File: src/rtl/network_pkg.sv
// Layer-wide sizing helpers shared by the layer sequencer and its neuron cells.
package network_pkg;

  // Potential leak is expressed in 1/256 steps, so the product is shifted by 8.
  localparam int LEAK_SHIFT = 8;

  // Worst-case sum of INPUT_COUNT signed 8-bit weights, plus one guard bit.
  function automatic int acc_width(input int inputs);
    return 8 + $clog2(inputs) + 1;
  endfunction

endpackage

File: src/rtl/neuron_pkg.sv
// Neuron data types and the layer sequencer state encoding.
package neuron_pkg;

  typedef logic signed [7:0] weight_t;

  localparam int POT_W = 16;

  typedef enum logic [1:0] {
    IDLE,
    ACCUM,
    UPDATE,
    OUTPUT
  } layer_state_e;

endpackage

File: src/rtl/lif_accum_cell.sv
// One leaky integrate-and-fire neuron: synaptic accumulator, membrane
// potential with leak and saturation, threshold compare and refractory hold.
module lif_accum_cell
  import network_pkg::*;
  import neuron_pkg::*;
#(
  parameter int ACC_W          = 12,
  parameter int REFRACT_CYCLES = 2
) (
  input  logic             clk,
  input  logic             rst_n,
  input  logic             clear,
  input  logic             add_en,
  input  weight_t          weight,
  input  logic             update_en,
  input  logic [7:0]       leak_factor,
  input  logic [POT_W-1:0] threshold,
  output logic             spike
);

  localparam int REF_W = (REFRACT_CYCLES < 1) ? 1 : $clog2(REFRACT_CYCLES + 1);
  localparam int SUM_W = POT_W + ACC_W + 1;

  logic signed [ACC_W-1:0] acc;
  logic [POT_W-1:0]        potential;
  logic [REF_W-1:0]        refract;
  logic [POT_W-1:0]        leaked;
  logic signed [SUM_W-1:0] sum;
  logic [POT_W-1:0]        next_pot;
  logic                    fire;

  // Synaptic accumulation across the input sweep; cleared when a step starts.
  always_ff @(posedge clk or negedge rst_n) begin
    if (!rst_n) begin
      acc <= '0;
    end else if (clear) begin
      acc <= '0;
    end else if (add_en) begin
      acc <= acc + {{(ACC_W-8){weight[7]}}, weight};
    end
  end

  // Leak, integrate, saturate to the unsigned potential range, compare.
  always_comb begin
    leaked = potential - POT_W'(({8'd0, potential} * {{POT_W{1'b0}}, leak_factor}) >> LEAK_SHIFT);
    sum    = $signed({{(SUM_W-POT_W){1'b0}}, leaked}) + $signed({{(SUM_W-ACC_W){acc[ACC_W-1]}}, acc});
    if (sum[SUM_W-1]) begin
      next_pot = '0;
    end else if (|sum[SUM_W-2:POT_W]) begin
      next_pot = '1;
    end else begin
      next_pot = sum[POT_W-1:0];
    end
    fire = (next_pot >= threshold);
  end

  // Potential, refractory countdown and the registered spike for this step.
  always_ff @(posedge clk or negedge rst_n) begin
    if (!rst_n) begin
      potential <= '0;
      refract   <= '0;
      spike     <= 1'b0;
    end else if (update_en) begin
      if (refract != '0) begin
        potential <= '0;
        spike     <= 1'b0;
        refract   <= refract - REF_W'(1);
      end else if (fire) begin
        potential <= '0;
        spike     <= 1'b1;
        refract   <= REF_W'(REFRACT_CYCLES);
      end else begin
        potential <= next_pot;
        spike     <= 1'b0;
      end
    end
  end

endmodule

File: src/rtl/neuron_layer_seq.sv
// Spiking neuron layer: sweeps the latched input spike vector one index per
// cycle into NEURON_COUNT cells, updates them, and presents the spike vector.
//
// state  | meaning
// IDLE   | ready for a new time step
// ACCUM  | adding weights of input index idx into every accumulator
// UPDATE | leak/integrate/fire in every cell
// OUTPUT | out_spikes held until the consumer accepts
module neuron_layer_seq
  import network_pkg::*;
  import neuron_pkg::*;
#(
  parameter int INPUT_COUNT    = 16,
  parameter int NEURON_COUNT   = 8,
  parameter int REFRACT_CYCLES = 2
) (
  input  logic                                   clk,
  input  logic                                   rst_n,
  input  logic                                   in_valid,
  output logic                                   in_ready,
  input  logic [INPUT_COUNT-1:0]                 in_spikes,
  input  logic [7:0]                             leak_factor,
  input  weight_t [INPUT_COUNT-1:0][NEURON_COUNT-1:0] weight_reg,
  input  logic [NEURON_COUNT-1:0][POT_W-1:0]     neuron_threshold,
  output logic                                   out_valid,
  input  logic                                   out_ready,
  output logic [NEURON_COUNT-1:0]                out_spikes
);

  localparam int IDX_W = $clog2(INPUT_COUNT);
  localparam int ACC_W = acc_width(INPUT_COUNT);

  layer_state_e           state;
  layer_state_e           next_state;
  logic [IDX_W-1:0]       idx;
  logic [INPUT_COUNT-1:0] spikes_q;
  logic                   start;
  logic                   last_idx;

  assign start    = in_valid && in_ready;
  assign last_idx = (idx == IDX_W'(INPUT_COUNT - 1));

  // State register.
  always_ff @(posedge clk or negedge rst_n) begin
    if (!rst_n) begin
      state <= IDLE;
    end else begin
      state <= next_state;
    end
  end

  // Next-state and handshake outputs.
  always_comb begin
    next_state = state;
    in_ready   = 1'b0;
    out_valid  = 1'b0;
    unique case (state)
      IDLE: begin
        in_ready = 1'b1;
        if (in_valid) next_state = ACCUM;
      end
      ACCUM: begin
        if (last_idx) next_state = UPDATE;
      end
      UPDATE: begin
        next_state = OUTPUT;
      end
      OUTPUT: begin
        out_valid = 1'b1;
        if (out_ready) next_state = IDLE;
      end
      default: next_state = IDLE;
    endcase
  end

  // Input index sweep and the spike vector latched at step start.
  always_ff @(posedge clk or negedge rst_n) begin
    if (!rst_n) begin
      idx      <= '0;
      spikes_q <= '0;
    end else if (start) begin
      idx      <= '0;
      spikes_q <= in_spikes;
    end else if (state == ACCUM) begin
      idx <= last_idx ? '0 : idx + IDX_W'(1);
    end
  end

  for (genvar i = 0; i < NEURON_COUNT; i++) begin : g_cell
    lif_accum_cell #(
      .ACC_W          (ACC_W),
      .REFRACT_CYCLES (REFRACT_CYCLES)
    ) u_cell (
      .clk         (clk),
      .rst_n       (rst_n),
      .clear       (start),
      .add_en      ((state == ACCUM) && spikes_q[idx]),
      .weight      (weight_reg[idx][i]),
      .update_en   (state == UPDATE),
      .leak_factor (leak_factor),
      .threshold   (neuron_threshold[i]),
      .spike       (out_spikes[i])
    );
  end

endmodule

File: config.mk
export PLATFORM = sky130hd
export DESIGN_NAME = neuron_layer_seq
export DESIGN_NICKNAME = d
export VERILOG_FILES = /design/src/rtl/network_pkg.sv /design/src/rtl/neuron_pkg.sv /design/src/rtl/lif_accum_cell.sv /design/src/rtl/neuron_layer_seq.sv
export SDC_FILE = /design/constraint.sdc
export NUM_CORES = 2
export LEC_CHECK = 0
export CAP_MARGIN = 25
export CORE_AREA = 2 2 469 471
export DETAILED_ROUTE_END_ITERATION = 8
export DIE_AREA = 0 0 471 473
export PLACE_DENSITY = 0.57
export SYNTH_ARGS = -nofsm -noshare
export SYNTH_HDL_FRONTEND = slang
export SYNTH_SLANG_ARGS = --single-unit
File: constraint.sdc
create_clock -name clk -period 9.55 [get_ports clk]
set_input_delay 1.91 -clock clk [delete_from_list [all_inputs] [get_ports clk]]
set_output_delay 1.91 -clock clk [all_outputs]
set_load 0.01 [all_outputs]
## Word-level counts from Yosys, hierarchy flattened

Cells that the tools add are included.

| storage, ports and cells | value |
|---|---|
| register bits after elaboration | 278 |
| input port bits | 1,180 |
| output and inout bits | 10 |
| word-level logic and storage cells | 223 |

| operators by class | value |
|---|---|
| $add $sub $neg | 33 |
| multiply operators | 8 |
| magnitude comparators | 9 |
| equality and inequality tests | 7 |
| mux-type cells | 93 |
| reductions and logical operators | 38 |

Operator list:

| cell | count |
|---|---|
| 2-to-1 mux 16 bit | 32 |
| binary-select mux 64 bit (select 4 bit) | 1 |
| 2-to-1 mux 13 bit | 16 |
| multiplier 16 x 8 -> 24 bit | 8 |
| adder 17 x 13 -> 18 bit | 8 |
| greater-or-equal comparator 16 bit | 8 |
| subtractor 16 bit | 8 |
| adder 13 bit | 8 |
| OR reduction 13 bit | 8 |
| 2-to-1 mux 64 bit | 1 |
| 2-to-1 mux 2 bit | 19 |
| nonzero test 2 bit | 18 |
| 2-to-1 mux 1 bit | 19 |
| AND reduction 2 bit | 8 |
| subtractor 2 x 1 -> 2 bit (second input constant) | 8 |
| 2-to-1 mux 4 bit | 3 |
| case mux 2 bit (4 select lines) | 1 |
| != test 2 bit (second input constant) | 3 |
| < comparator 4 x 5 -> 1 bit (second input constant) | 1 |
| adder 4 x 1 -> 4 bit (second input constant) | 1 |
| binary-select mux 1 bit (select 4 bit) | 1 |
| == test 2 bit (second input constant) | 2 |
| == test 4 bit (second input constant) | 1 |
| AND reduction 3 bit | 1 |
| other kinds (3) | 4 |

## Longest topological paths before layout

| logic depth | value |
|---|---|
| word-level depth | 9 |
| gate-level depth with buffers | 51 |
| depth with buffers taken out | 47 |

## Modules after synthesis

From an unflattened synthesis, not the netlist that was laid out.

| unflattened totals | value |
|---|---|
| cell total of the unflattened synthesis | 7,774 |
| area, all modules | 70,477.6 um^2 |

Modules (own cells, without submodules):

| module | times used | cells each | area each (um^2) | sequential area each (um^2) |
|---|---|---|---|---|
| lif_accum_cell (g_cell[4].u_cell ...) | 2 | 877 | 7,699.9 | 800.8 |
| lif_accum_cell (g_cell[1].u_cell ...) | 2 | 879 | 7,649.8 | 800.8 |
| neuron_layer_seq | 1 | 594 | 8,520.7 | 550.5 |
| lif_accum_cell (g_cell[7].u_cell) | 1 | 944 | 8,054.0 | 800.8 |
| lif_accum_cell (g_cell[0].u_cell) | 1 | 934 | 7,951.4 | 800.8 |
| lif_accum_cell (g_cell[6].u_cell) | 1 | 895 | 7,639.8 | 800.8 |
| lif_accum_cell (g_cell[3].u_cell) | 1 | 895 | 7,612.3 | 800.8 |

## Worst setup path after synthesis

OpenSTA, ideal clock, no wires.

| timing path | value |
|---|---|
| path kind | input port to flip-flop |
| start | input leak_factor[2] |
| end | register g_cell[3].u_cell.potential[10] |
| library setup time | 0.078 ns |
| arrival time | 11.805 ns |
| required time | 9.472 ns |
| slack | -2.333 ns |
| stages on the path | 45 |
| buffers on the path | 5 |
| cells stage by stage | clkbuf_1 clkbuf_1 nand2_1 fa_1 fa_1 inv_1 fa_1 fa_1 ha_1 a2111oi_0 o21ai_0 a221oi_2 o21ai_1 and2_1 o21a_1 o21a_1 or2_2 ha_1 (+9 left out) nor3b_1 o21ai_0 and3_1 mux2i_1 clkbuf_1 o22ai_1 ha_1 nand2b_1 a21o_1 a21o_1 a21o_1 a211oi_1 or3_1 a31oi_1 or4_1 clkbuf_1 buf_2 o2bb2ai_1 |

| between the ends | value |
|---|---|
| longest elaborated chain between the ends | 9 |

RTL lines:

| what | line | source |
|---|---|---|
| from (decl) | neuron_layer_seq.sv:22 | `input logic [7:0] leak_factor,` |
| multiplier 16 x 8 -> 24 bit * | lif_accum_cell.sv:45 | `leaked = potential - POT_W'(({8'd0, potential} * {{POT_W{1'b0}}, leak_factor}) >> LEAK_SHIFT);` |
| subtractor 16 bit * | lif_accum_cell.sv:45 |  |
| adder 17 x 13 -> 18 bit * | lif_accum_cell.sv:46 | `sum = $signed({{(SUM_W-POT_W){1'b0}}, leaked}) + $signed({{(SUM_W-ACC_W){acc[ACC_W-1]}}, acc});` |
| OR reduction 13 bit | lif_accum_cell.sv:49 | `end else if (\|sum[SUM_W-2:POT_W]) begin` |
| 2-to-1 mux 16 bit | lif_accum_cell.sv:49 |  |
| 2-to-1 mux 16 bit * | lif_accum_cell.sv:47 | `if (sum[SUM_W-1]) begin` |
| greater-or-equal comparator 16 bit | lif_accum_cell.sv:54 | `fire = (next_pot >= threshold);` |
| 2-to-1 mux 16 bit * | lif_accum_cell.sv:68 | `end else if (fire) begin` |
| 2-to-1 mux 16 bit * | lif_accum_cell.sv:64 | `if (refract != '0) begin` |
| to (signal assigned) | lif_accum_cell.sv:73 | `potential <= next_pot;` |
| to (decl) | lif_accum_cell.sv:25 | `logic [POT_W-1:0] potential;` |

Every way passes the cells marked *; elsewhere a longest branch is shown, timed or not.
A chain may end at the register's enable or synchronous reset.

## Worst setup path after layout

| timing path | value |
|---|---|
| start | input leak_factor[4] |
| end | register g_cell[7].u_cell.potential[6] |

| between the ends | value |
|---|---|
| longest elaborated chain between the ends | 9 |

RTL lines:

| what | line |
|---|---|
| multiplier 16 x 8 -> 24 bit * | lif_accum_cell.sv:45 |
| subtractor 16 bit * | lif_accum_cell.sv:45 |
| adder 17 x 13 -> 18 bit * | lif_accum_cell.sv:46 |
| OR reduction 13 bit | lif_accum_cell.sv:49 |
| 2-to-1 mux 16 bit | lif_accum_cell.sv:49 |
| 2-to-1 mux 16 bit * | lif_accum_cell.sv:47 |
| greater-or-equal comparator 16 bit | lif_accum_cell.sv:54 |
| 2-to-1 mux 16 bit * | lif_accum_cell.sv:68 |
| 2-to-1 mux 16 bit * | lif_accum_cell.sv:64 |
| to (signal assigned) | lif_accum_cell.sv:73 |
| to (decl) | lif_accum_cell.sv:25 |

Marks and branches as above.

==> reports/metrics.cfg <==
[status]
status=finished with violations
violations=setup timing

[worst_setup_path]
critPathLaunchType=input port
crit_fanout=6
cp-end-kind=flop
crit_required_ns=10.15
slowest_stage=fa_1
slowest_delay_ns=0.53
reg2reg_depth=49
cp_data_arrival_time_ns=11.51
cp_common_cell=a21o_1
path_class=in -> reg

[detailed_routing]
vias=69853
dr.first_iter.drc_count=5695
routed_wirelength_mm=397
antenna_left=0
dr.pass1.iters=6
via_per_inst=5.31
drc=0
wl_per_cell_microns=30.2

[global_route]
grt_overflow=0
grt_first_pass_wirelength_mm=541
grt.total_usage=0.348
grt_max_degree=95
grt_pass1_vias=69876
antenna_found_initial=231

[clock_network]
cts_buffers=46
clk_pin_slew_worst_paths_ns=0.05
cts_max_path_buffers=3
cts_tree=built
root_buffer=clkbuf_16
hold_buffers=0
cts_sinks=278
clkLatencyLatePin_ns=0.68
cts_max_level=2

[place]
pre_cts_ws_ns=-2.51
io_buffers=1189
dpl.cell_count=12630
place_area_sq_um=93100
gp_congestion=1.03
place_hpwl_mm=339

[final_layout]
num-fill-cells=20824
area_growth_pct=49.6
multiInputGateArea_sq_um=60800
seqCellArea_sq_um=6970
stdcell_count=13160
final_area_sq_um=102000
layout-drive-gt1-share=0.270
nets=12761

[die]
start_util=0.313
dieArea_sq_um=223000
rows=172
die_h_microns=473
die_w_microns=471
core_area_sq_um=218000
io-pin-count=1190

[sta]
clock_skew_ns=0.0345
worstMarginPinSlew_ns=1.06
setup_tns_ns=-168.78
min_period_ns=10.91
hold_viol=0
maxSlewViolCount=0
timing.fmax_ghz=0.0917
rsz0062_at_grt=true
fin_ws_ns=-1.36
setup_violations=152
relSlewSlack=0.291
period_share=1.14

[logic_synthesis]
synth_most_common_cell=inv_1
synth_area_leaders=fa_1 20%, ha_1 15%, mux4_2 11%
synth_top_area_share=0.202
synth_area_sq_um=68300
yosysWarningCount=0
synth-async-reset-ratio=1.00
synth-seq-cells=278
synth_edf_count=0
yosysTopAreaCell=fa_1
ys_types=91
syn_avg_cell_area_sq_um=8.98
synth.top_cells.by_count=1,047 x inv_1, 829 x ha_1, 818 x and2_1
synth_ff_type=dfrtp_1
synthCells=7609
synth.yosys.seq_area_share=0.102
syn-num-nets=10306

[min_path]
hold_path_depth=2
hold_class=reg -> reg

[job]
max-cap-violations=0

-- registers in the layout, indices dropped and copies added, names as in the netlist --
signal                   flops
spikes_q                    16
g_cell.u_cell.acc          104
g_cell.u_cell.potential    128
g_cell.u_cell.refract       16
g_cell.u_cell.spike          8
state                        2
idx                          4
-- stage by stage --
stage                      util  hold WS (ns)
after floorplan               -         0.440
after global placement    0.427         0.457
after detailed placement  0.427         0.458
after CTS                 0.455         0.475
after global routing      0.468         0.494
final                     0.469         0.472
-- cells in the final DEF (no fill, tap or decap), types with 245 or more instances in the layout --
cell                n
a21oi_1           334
fa_1              663
and2_1            776
nor2_1            338
xnor2_1           245
dfrtp_1           274
nand2_1           567
buf_4            1396
inv_1            1021
clkdlybuf4s50_1  1180
ha_1              776
mux4_2            324
-- routing by layer --
metal / GRT usage / up-vias / wire length [microns]
li1: - / 30980 / -
met1: 0.461 / 35347 / 165000
met2: 0.514 / 2779 / 169000
met3: 0.0852 / 649 / 35100
met4: 0.201 / 98 / 26700
met5: 0 / - / 884
-- cell type report --
type | instances | share of cell area
Inverter | 1048 | 0.0385
Multi-Input combinational cell | 5966 | 0.595
Timing Repair Buffer | 2724 | 0.244
Clock buffer | 64 | 0.0132
Sequential cell | 278 | 0.0682
Clock inverter | 21 | 0.00228
Tap cell | 2871 | 0.0351
Antenna cell | 188 | 0.00460
-- repair_timing --
| action | 4_1_cts | 5_1_grt |
|---|---|---|
| setup endpoints to repair | 152 | 152 |
| buffers inserted | 186 | 75 |
| resized for setup | 664 | 372 |
| pin swaps | 319 | 327 |
| cloned | 21 | 4 |
-- final timing paths --
kind	to	startpoint	slack, ns
min in group asynchronous	g_cell[5].u_cell.potential[14]	rst_n	1.32
setup / recovery	g_cell[7].u_cell.potential[6]	leak_factor[4]	-1.36
hold reg to reg	spikes_q[14]	spikes_q[14]	0.47
max in group asynchronous	g_cell[0].u_cell.acc[3]	rst_n	6.77
hold / removal	spikes_q[14]	spikes_q[14]	0.47
setup reg to reg	g_cell[6].u_cell.potential[7]	g_cell[6].u_cell.potential[2]	-0.29
-- cell families after synthesis --
family          share of synthesized area
mux                                 0.112
flops                               0.102
buf+inv                            0.0763
compound gates                      0.131
simple gates                        0.174
xor+xnor                           0.0513
fa+ha+maj                           0.353
-- worst max-delay path: cells and delay by family --
family                   cells  cell delay (ns)
AO/OA/AOI/OAI               20             3.72
adder cells (fa/ha/maj)      8             2.94
buffers and inverters       14             1.74
AND/OR/NAND/NOR              8             0.85
XOR/XNOR                     1             0.29
Power is left out: the tool's default activity adds up to more than one toggle a clock period on the data nets, which glitch-free logic cannot reach.
